[config.mk]
export PLATFORM = sky130hd
export DESIGN_NAME = nmr_bstrm_seq_loader
export DESIGN_NICKNAME = d
export VERILOG_FILES = /design/src/rtl/nmr_bstrm_pkg.sv /design/src/rtl/nmr_bstrm_seq_loader_beat_pack.sv /design/src/rtl/nmr_bstrm_seq_loader.sv
export SDC_FILE = /design/constraint.sdc
export NUM_CORES = 1
export LEC_CHECK = 0
export CORE_MARGIN = 2
export CORE_UTILIZATION = 47
export CTS_CLUSTER_DIAMETER = 150
export CTS_CLUSTER_SIZE = 16
export DETAILED_ROUTE_END_ITERATION = 12
export GPL_ROUTABILITY_DRIVEN = 0
export GPL_TIMING_DRIVEN = 0
export PLACE_DENSITY = 0.8
export SLEW_MARGIN = 40
export SYNTH_ARGS = -nofsm -noshare
export SYNTH_HDL_FRONTEND = slang
export SYNTH_SLANG_ARGS = --single-unit
export TNS_END_PERCENT = 20
[constraint.sdc]
create_clock -name CLK -period 2.3 [get_ports CLK]
set_input_delay 0.23 -clock CLK [delete_from_list [all_inputs] [get_ports CLK]]
set_output_delay 0.23 -clock CLK [all_outputs]
set_load 0.03 [all_outputs]
[src/rtl/nmr_bstrm_pkg.sv]
// Shared constants and types for the pulse-sequencer command SRAM loader.
// Command word layout, CTRL flag bits and the loader FSM state encoding.
package nmr_bstrm_pkg;

  localparam int BEATS_PER_WORD = 4;

  localparam int CTRL_OFS = 0;
  localparam int CTRL_W   = 16;
  localparam int LOOP_OFS = 16;
  localparam int LOOP_W   = 16;
  localparam int IDLY_OFS = 32;
  localparam int IDLY_W   = 32;
  localparam int PLS_OFS  = 64;
  localparam int PLS_W    = 32;
  localparam int EDLY_OFS = 96;
  localparam int EDLY_W   = 32;

  localparam int CTRL_LOOP_END   = 0;
  localparam int CTRL_LOOP_START = 1;
  localparam int CTRL_SEQ_END    = 2;

  typedef enum logic [2:0] {
    ST_IDLE,
    ST_ACCEPT,
    ST_WRITE,
    ST_FINISH,
    ST_DRAIN
  } ld_state_e;

endpackage

[src/rtl/nmr_bstrm_seq_loader_beat_pack.sv]
// Beat-to-word packer: lane register, beat index and byte enables.
// full flags the accept that closes a word (lane 3 or last beat).
module nmr_bstrm_beat_pack
  import nmr_bstrm_pkg::*;
#(
  parameter int IN_WIDTH  = 32,
  parameter int DAT_WIDTH = 128,
  parameter int BE_WIDTH  = 16
) (
  input  logic                 clk,
  input  logic                 rst,
  input  logic                 accept,
  input  logic                 clear,
  input  logic                 last,
  input  logic [IN_WIDTH-1:0]  dat,
  output logic [DAT_WIDTH-1:0] word,
  output logic [BE_WIDTH-1:0]  byteen,
  output logic                 full
);

  localparam int IW  = $clog2(BEATS_PER_WORD);
  localparam int BPL = IN_WIDTH / 8;

  logic [BEATS_PER_WORD-1:0][IN_WIDTH-1:0] lane_q;
  logic [IW-1:0]                           idx_q;
  logic [IW:0]                             cnt_q;

  // Store each accepted beat into its lane; clear empties the word.
  always_ff @(posedge clk) begin
    if (rst || clear) begin
      lane_q <= '0;
      idx_q  <= '0;
      cnt_q  <= '0;
    end else if (accept) begin
      lane_q[idx_q] <= dat;
      idx_q         <= idx_q + 1'b1;
      cnt_q         <= cnt_q + 1'b1;
    end
  end

  // Four byte enables per received lane, lowest lanes first.
  always_comb begin
    byteen = '0;
    for (int i = 0; i < BE_WIDTH; i++) begin
      byteen[i] = (i / BPL) < int'(cnt_q);
    end
  end

  assign word = lane_q;
  assign full = accept &&
    ((idx_q == IW'(BEATS_PER_WORD - 1)) || last);

endmodule

[src/rtl/nmr_bstrm_seq_loader.sv]
// Command SRAM writer: packs 32-bit beats into 128-bit words.
// Optional running XOR checksum output: NMR_BSTRM_LDR_CKSUM_EN.
module nmr_bstrm_seq_loader
  import nmr_bstrm_pkg::*;
#(
  parameter int SRAM_ADDR_WIDTH   = 8,
  parameter int SRAM_DAT_WIDTH    = 128,
  parameter int SRAM_BYTEEN_WIDTH = 16,
  parameter int IN_WIDTH          = 32
) (
  input  logic                         CLK,
  input  logic                         RST,
  input  logic                         LD_START,
  input  logic [SRAM_ADDR_WIDTH-1:0]   LD_BASE,
  input  logic [IN_WIDTH-1:0]          IN_DAT,
  input  logic                         IN_VALID,
  input  logic                         IN_LAST,
  output logic                         IN_READY,
  input  logic                         PLAYER_BUSY,
  output logic [SRAM_ADDR_WIDTH-1:0]   SRAM_ADDR,
  output logic                         SRAM_CS,
  output logic                         SRAM_CLKEN,
  output logic                         SRAM_WR,
  output logic [SRAM_DAT_WIDTH-1:0]    SRAM_WR_DAT,
  output logic [SRAM_BYTEEN_WIDTH-1:0] SRAM_BYTEEN,
  output logic [SRAM_ADDR_WIDTH:0]     WORDS,
  output logic                         DONE,
  output logic                         ERR
`ifdef NMR_BSTRM_LDR_CKSUM_EN
  ,
  output logic [IN_WIDTH-1:0]          CKSUM
`endif
);

  ld_state_e state_q, state_d;

  logic [SRAM_ADDR_WIDTH-1:0]   addr_q;
  logic [SRAM_ADDR_WIDTH:0]     words_q;
  logic                         err_q;
  logic                         ovf_q;
  logic                         last_q;
  logic                         beat_acc;
  logic                         pack_acc;
  logic                         start_ok;
  logic                         word_close;
  logic [SRAM_DAT_WIDTH-1:0]    pack_word;
  logic [SRAM_BYTEEN_WIDTH-1:0] pack_be;

  assign beat_acc = IN_VALID && IN_READY;
  assign pack_acc = beat_acc && (state_q == ST_ACCEPT) && !ovf_q;
  assign start_ok = (state_q == ST_IDLE) && LD_START && !PLAYER_BUSY;

  nmr_bstrm_beat_pack #(
    .IN_WIDTH  (IN_WIDTH),
    .DAT_WIDTH (SRAM_DAT_WIDTH),
    .BE_WIDTH  (SRAM_BYTEEN_WIDTH)
  ) u_pack (
    .clk    (CLK),
    .rst    (RST),
    .accept (pack_acc),
    .clear  (start_ok || (state_q == ST_WRITE)),
    .last   (IN_LAST),
    .dat    (IN_DAT),
    .word   (pack_word),
    .byteen (pack_be),
    .full   (word_close)
  );

  // FSM state register.
  always_ff @(posedge CLK) begin
    if (RST) state_q <= ST_IDLE;
    else     state_q <= state_d;
  end

  // Next-state: a beat after the top-address write diverts to DRAIN.
  always_comb begin
    state_d = state_q;
    unique case (state_q)
      ST_IDLE:   if (start_ok) state_d = ST_ACCEPT;
      ST_ACCEPT: begin
        if (beat_acc && ovf_q)
          state_d = IN_LAST ? ST_FINISH : ST_DRAIN;
        else if (word_close)
          state_d = ST_WRITE;
      end
      ST_WRITE:  state_d = last_q ? ST_FINISH : ST_ACCEPT;
      ST_FINISH: state_d = ST_IDLE;
      ST_DRAIN:  if (beat_acc && IN_LAST) state_d = ST_FINISH;
      default:   state_d = ST_IDLE;
    endcase
  end

  // Outputs: SRAM port is only active for the single WRITE cycle.
  always_comb begin
    IN_READY    = 1'b0;
    SRAM_CS     = 1'b0;
    SRAM_CLKEN  = 1'b0;
    SRAM_WR     = 1'b0;
    SRAM_ADDR   = '0;
    SRAM_WR_DAT = '0;
    SRAM_BYTEEN = '0;
    DONE        = 1'b0;
    unique case (state_q)
      ST_ACCEPT: IN_READY = !PLAYER_BUSY;
      ST_WRITE: begin
        SRAM_CS     = 1'b1;
        SRAM_CLKEN  = 1'b1;
        SRAM_WR     = 1'b1;
        SRAM_ADDR   = addr_q;
        SRAM_WR_DAT = pack_word;
        SRAM_BYTEEN = pack_be;
      end
      ST_FINISH: DONE = 1'b1;
      ST_DRAIN:  IN_READY = 1'b1;
      default: ;
    endcase
  end

  // Load bookkeeping: address saturates at the top instead of wrapping.
  always_ff @(posedge CLK) begin
    if (RST) begin
      addr_q  <= '0;
      words_q <= '0;
      err_q   <= 1'b0;
      ovf_q   <= 1'b0;
      last_q  <= 1'b0;
    end else begin
      if (start_ok) begin
        addr_q  <= LD_BASE;
        words_q <= '0;
        err_q   <= 1'b0;
        ovf_q   <= 1'b0;
      end
      if (pack_acc) last_q <= IN_LAST;
      if (state_q == ST_WRITE) begin
        words_q <= words_q + 1'b1;
        if (addr_q == '1) ovf_q  <= 1'b1;
        else              addr_q <= addr_q + 1'b1;
      end
      if ((state_q == ST_ACCEPT) && beat_acc && ovf_q)
        err_q <= 1'b1;
    end
  end

  assign WORDS = words_q;
  assign ERR   = err_q;

`ifdef NMR_BSTRM_LDR_CKSUM_EN
  logic [IN_WIDTH-1:0] cksum_q;

  // Running XOR of every accepted beat, drained ones included.
  always_ff @(posedge CLK) begin
    if (RST || start_ok) cksum_q <= '0;
    else if (beat_acc)   cksum_q <= cksum_q ^ IN_DAT;
  end

  assign CKSUM = cksum_q;
`endif

endmodule

==> flow_summary.json, run 1 <==
{
  "grt_max_degree": 17,
  "end_kind": "output pin",
  "route.detailed.drc": 0,
  "fmax_ghz": 0.435,
  "cts_buffers": 17,
  "worstSetupPathType": "reg -> out",
  "postCtsHoldBufs": 0,
  "regToRegEndpoint": "u_pack.word[35]",
  "syn_inst": 777,
  "cts_max_level": 4,
  "dieArea_sq_mm": 0.0161,
  "fin_tns_setup_ns": 0,
  "ff2ff_path_depth": 7,
  "seq_area_frac_synth": 0.440,
  "critPathLaunchType": "flip-flop",
  "antenna_found_initial": 0,
  "hpwl_mm": 14.5,
  "io_buffers": 212,
  "synth-edff-count": 0,
  "chipWidth_um": 127,
  "drive_gt1_frac": 0.268,
  "ys.flop_type": "dfxtp_1",
  "vias_per_cell": 5.19,
  "outcome": "finished clean",
  "rsz0062_at_grt": "true",
  "ys_warn_count": 0,
  "hold_path.class": "in -> reg",
  "startpoint": "state_q[2]",
  "min_path_cells": 3,
  "setup-violations-final": 0,
  "nets": 1063,
  "syn_avg_cell_area_sq_um": 9.13,
  "async_reset_ff_frac": 0,
  "relSlewSlack": 0.607,
  "antennaDiodeCount": 0,
  "p_leak_nw": 5.13,
  "core_sq_mm": 0.0146,
  "syn_area_sq_mm": 0.00709,
  "postLayoutCellArea_sq_mm": 0.00996,
  "synth.distinct_cells": 54,
  "firstDrtPassIters": 4,
  "total_power_mw": 6.27,
  "avgRoutedWirePerCell_um": 17.1,
  "fillCellCount": 1228,
  "hold_violations": 0,
  "fin_skew_ns": 0.00802,
  "max_cap_violations": 0,
  "clkTransAtPathRegs_ns": 0.06,
  "grt_pass1_vias": 6022,
  "num_io_pins": 213,
  "drtIter0Drc": 295,
  "r2r-start": "state_q[0]",
  "cp-endpoint": "SRAM_WR_DAT[99]",
  "overflow": 0,
  "clk_path_buf_depth": 2,
  "crit_required_ns": 2.07,
  "drt-total-wl_mm": 20.6,
  "area_delta_synth_final_pct": 40.4,
  "layout_common_cells": "dfxtp_1 (154), nor2_1 (149), mux2i_1 (129), and2_1 (118), buf_2 (88)",
  "grt_pass1_wl_mm": 32.0,
  "die_y_um": 127,
  "synth_top_area_share": 0.440,
  "start_util": 0.484,
  "drv_slew": 0,
  "cts_sinks": 156,
  "crit_path_top_delay_cell": "or3b_4",
  "powerDensity_mw_per_mm2": 630,
  "ir_drop_uv": 472,
  "yosys.area.top_type": "dfxtp_1",
  "cp_cell_sequence": "or3b_4, inv_4, buf_8, buf_12, clkbuf_8, and2_1, buf_6",
  "r2r_slack_ns": 0.16,
  "min_period_ns": 2.30,
  "arrival_ns": 2.07,
  "ys_ff_latch": 156,
  "dpl-instance-area_sq_mm": 0.00945,
  "final_antenna_net_count": 0,
  "critical_path.max_fanout": 10,
  "cts_tree": "yes",
  "track_usage": 0.253,
  "worstMarginPinSlew_ns": 0.589,
  "vias": 6260,
  "synth.net_count": 830,
  "synth_area_leaders": "dfxtp_1 (44%), mux2i_1 (18%), and2_1 (12%)",
  "hold_slack_ns": 0.386,
  "min_period_over_period": 0.999,
  "insertion_delay_ns": 0.42,
  "root_buffer": "clkbuf_16",
  "rows": 44,
  "slowest_delay_ns": 0.44,
  "final_common_cell": "dfxtp_1"
}
## worst min path at each step
| stage | slack [ns] | to | from |
|---|---|---|---|
| 3_5_place_dp | 0.47 | last_q | last_q |
| 6_report | 0.39 | addr_q[0] | LD_BASE[0] |
| 4_1_cts | 0.37 | addr_q[0] | LD_BASE[0] |
| 3_3_place_gp | 0.46 | last_q | last_q |
| 5_1_grt | 0.40 | addr_q[0] | LD_BASE[0] |
| 2_1_floorplan | 0.30 | WORDS[5] | RST |
## metrics by stage
step,setup slack [ns],std cells,utilization
2_1_floorplan,0.0850,777,-
3_3_place_gp,-0.604,1173,0.645
3_5_place_dp,-0.557,1173,0.645
4_1_cts,-0.148,1206,0.670
5_1_grt,-0.0489,1207,0.680
6_report,0.00164,1207,0.680
## sequential cells by signal (all words and copies together) (netlist names)
signal        count
u_pack.cnt_q      3
ERR               1
state_q           3
last_q            1
u_pack.idx_q      2
WORDS             9
ovf_q             1
addr_q            8
u_pack.word     128
## power breakdown
part,leakage (nW),internal [mW],switching (mW)
registers,1.26,2.73,0.0276
logic,3.56,0.173,0.251
clock network,0.313,1.95,1.15
## layout make-up
class,count,area (sq um),share of cell area
Timing Repair Buffer,214,1800,0.181
Inverter,7,28.8,0.00289
Buffer,67,460,0.0462
Sequential cell,156,3130,0.314
Multi-Input combinational cell,547,3650,0.367
Clock inverter,11,178,0.0178
Clock buffer,21,480,0.0483
Tap cell,184,230,0.0231
## layer usage
| metal | share of wire | up-vias | GRT usage |
|---|---|---|---|
| met5 | 0 | - | 0 |
| met2 | 0.48 | 191 | 0.430 |
| met1 | 0.43 | 2991 | 0.313 |
| met3 | 0.070 | 26 | 0.0738 |
| met4 | 0.016 | 0 | 0.0698 |
| li1 | - | 3052 | - |
## cells in the mapped netlist, drive strengths merged, types with 3 or more instances
cell type	count
nand4	3
nand2	18
and2	135
buf	41
a22oi	3
mux2i	129
ha	7
a211oi	3
a21oi	13
nor2	151
nor3	6
a31oi	9
o311ai	3
a311oi	4
nand3	14
o21ai	10
or3	3
clkbuf	26
inv	7
dfxtp	156
nor3b	3
## cell families (layout without fill, tap and decap cells)
group / Yosys count / after routing / synth area share
xor+xnor: 3 / 3 / 0.00371
flops: 156 / 156 / 0.440
mux: 130 / 130 / 0.184
buf+inv: 74 / 320 / 0.0520
simple gates: 348 / 348 / 0.253
fa+ha+maj: 7 / 7 / 0.0123
compound gates: 59 / 59 / 0.0552
## critical path: cells and delay by family, from the launching register on
kind | cells | cell delay [ns]
simple gates | 2 | 0.61
flops | 1 | 0.35
buf+inv | 5 | 0.67
## what timing repair did
item	CTS	global route
pin swaps	0	1
resized for setup	825	80
setup endpoints to repair	156	113
buffers inserted	1	1
(Power assumes the default switching activity.)
==> inputs of run 2 (changes only) <==
--- a/config.mk
+++ b/config.mk
@@ -6,15 +6,16 @@
 export NUM_CORES = 1
 export LEC_CHECK = 0
 export CORE_MARGIN = 2
-export CORE_UTILIZATION = 47
+export CORE_UTILIZATION = 50
 export CTS_CLUSTER_DIAMETER = 150
 export CTS_CLUSTER_SIZE = 16
 export DETAILED_ROUTE_END_ITERATION = 12
 export GPL_ROUTABILITY_DRIVEN = 0
 export GPL_TIMING_DRIVEN = 0
-export PLACE_DENSITY = 0.8
+export PLACE_DENSITY = 0.81
 export SLEW_MARGIN = 40
 export SYNTH_ARGS = -nofsm -noshare
 export SYNTH_HDL_FRONTEND = slang
+export SYNTH_HIERARCHICAL = 1
 export SYNTH_SLANG_ARGS = --single-unit
 export TNS_END_PERCENT = 20
==> run 2 against run 1 <==
Combinational power up 28%. Sequential share of layout area down 4.2 points. Maximum frequency up 0.28%. First-iteration DRC count up 140%. Cell area up 16%. Clock power down 5%. Critical path depth unchanged. Critical path type unchanged. Critical endpoint is now SRAM_WR_DAT[103]. Highest routed layer unchanged.
==> flow_summary.json, run 2 <==
{
  "outcome": "finished clean",
  "layout_common_cells": "dfxtp_1 (155), nand3_1 (136), a21bo_2 (129), and2_1 (120), buf_4 (80)",
  "arrival_ns": 2.06,
  "vias": 8004,
  "crit_family": "buffers and inverters",
  "critical_path.max_fanout": 10,
  "final_antenna_net_count": 0,
  "overflow": 0,
  "p_sw_mw": 1.46,
  "insertion_delay_ns": 0.43,
  "final_common_cell": "dfxtp_1",
  "ir_drop_uv": 608,
  "firstDrtPassIters": 5,
  "hold_violations": 0,
  "synth_top_area_share": 0.369,
  "ys_warn_count": 6,
  "syn_area_sq_mm": 0.00847,
  "hpwl_mm": 19.0,
  "cts_tree": "yes",
  "dieArea_sq_mm": 0.0180,
  "powerDensity_mw_per_mm2": 541,
  "syn_avg_cell_area_sq_um": 8.91,
  "die_y_um": 134,
  "worstSetupPathType": "reg -> out",
  "clkTransAtPathRegs_ns": 0.06,
  "setup-violations-final": 0,
  "final_cells": 1417,
  "avgRoutedWirePerCell_um": 18.8,
  "cts_sinks": 156,
  "synth-edff-count": 0,
  "pwr-share-clk": 0.471,
  "drive_gt1_frac": 0.439,
  "chipWidth_um": 134,
  "critPathLaunchType": "flip-flop",
  "grt_max_degree": 17,
  "synth_most_common_cell": "dfxtp_1",
  "rows": 47,
  "cp_num_buf_inv": 5,
  "route.detailed.drc": 0,
  "ys.flop_type": "dfxtp_1",
  "ys_top_cells_by_count": "dfxtp_1 (156), and2_1 (153), nand3_1 (136)",
  "pre_cts_ws_ns": -0.667,
  "synth_area_leaders": "dfxtp_1 (37%), a21bo_2 (15%), and2_1 (11%)",
  "swShare": 0.234,
  "fin_skew_ns": 0.00732,
  "rsz0062_at_grt": "true",
  "track_usage": 0.289,
  "crit_required_ns": 2.07,
  "grt_pass1_vias": 7580,
  "max_cap_violations": 0,
  "layout_setup_ws_ns": 0.00805,
  "relSlewSlack": 0.547,
  "async_reset_ff_frac": 0,
  "largest_reg_flops": 128,
  "cpMostUsedCell": "buf_6",
  "synth.distinct_cells": 55,
  "clk_path_buf_depth": 2,
  "crit_path_top_delay_cell": "or3b_1",
  "vias_per_cell": 5.65,
  "drtIter0Drc": 704,
  "synth.net_count": 1003,
  "seqPwrFrac": 0.442,
  "nets": 1239,
  "fmax_ghz": 0.436,
  "seq_area_frac_synth": 0.369,
  "antennaDiodeCount": 0,
  "drt-total-wl_mm": 26.6,
  "area_delta_synth_final_pct": 35.9,
  "root_buffer": "clkbuf_16",
  "hold_path.class": "in -> reg",
  "p_int_mw": 4.77,
  "antenna_found_initial": 1,
  "ys_ff_latch": 156,
  "slowest_delay_ns": 0.38,
  "min_period_over_period": 0.996,
  "placed_cells": 1382,
  "postCtsHoldBufs": 0,
  "cp_cell_sequence": "or3b_1, buf_6, clkinv_4, buf_12, clkbuf_8, and2_1, buf_6",
  "hold_slack_ns": 0.406,
  "syn_inst": 950,
  "cts_max_level": 4,
  "min_period_ns": 2.29,
  "core_sq_mm": 0.0166,
  "end_kind": "output pin",
  "num_io_pins": 213,
  "grt_pass1_wl_mm": 40.9,
  "p_leak_nw": 4.72,
  "start_util": 0.511,
  "yosys.area.top_type": "dfxtp_1",
  "pwr-share-comb": 0.087,
  "io_buffers": 212,
  "cts_buffers": 17,
  "drv_slew": 0,
  "worstMarginPinSlew_ns": 0.679
}
==> run 2: power groups by stage <==
stage	clock network, mW	logic, mW	registers, mW
CTS	2.94	0.522	2.75
floorplan	0	0.278	2.80
detailed placement	0	0.505	2.81
global route	3.05	0.571	2.75
global placement	0	0.503	2.81
finish	2.93	0.543	2.75
==> run 2: per-layer routing <==
metal	track usage	vias up	share of wire
met4	0.104	0	0.023
met5	0	-	0
met1	0.393	3827	0.44
met3	0.0491	48	0.067
li1	-	3768	-
met2	0.464	361	0.47
==> run 2: worst min-delay path, cell delays in order <==
cell	delay, ns
clkdlybuf4s50_1	0.41
nand2_1	0.06
a311oi_1	0.08
==> run 2: final cells by class <==
cell class | count | area, sq um
fillers | 1340 | 5070
multi-input cells | 676 | 4810
flip-flops and latches | 156 | 3130
repair buffers | 218 | 1870
plain buffers | 110 | 787
clock buffers | 24 | 502
well taps | 220 | 275
clock inverters | 6 | 109
inverters | 6 | 27.5
repair inverters | 1 | 8.76
==> run 2: kinds of logic (layout without fill, tap and decap cells) <==
group                      Yosys count  count (layout)  share of synthesized area
adders and majority gates            7               7                     0.0103
buffers and inverters              118             365                     0.0765
and+or+nand+nor                    356             356                      0.238
xor gates and xnor gates             4               4                    0.00414
DFF                                156             156                      0.369
muxes                                6               6                    0.00739
AOI/OAI and AO/OA                  303             303                      0.295
==> run 2: stage by stage <==
stage / power (mW) / instance area [sq um] / utilization / setup TNS [ns]
after floorplan: 3.08 / 8480 / - / 0
after global placement: 3.31 / 10900 / 0.656 / -98.65
after detailed placement: 3.31 / 10900 / 0.656 / -94.49
after CTS: 6.21 / 11500 / 0.695 / -0.0324
after global routing: 6.37 / 11500 / 0.694 / -1.82
final: 6.22 / 11500 / 0.694 / 0
==> run 2: repair_timing <==
action | in CTS | in global routing
resized for setup | 838 | 197
pin swaps | 1 | 2
gates cloned | 1 | 0
setup buffers | 3 | 3
endpoints found under the setup margin | 292 | 280
==> run 2: path summary, 6_finish.rpt <==
kind | start | endpoint | slack (ns) | cells past startpoint
setup / recovery | state_q[0] | SRAM_WR_DAT[103] | 0.008 | 7
hold reg to reg | last_q | last_q | 0.52 | 2
hold / removal | LD_BASE[1] | addr_q[1] | 0.41 | 3
setup reg to reg | state_q[0] | u_pack/word[40] | 0.07 | 10
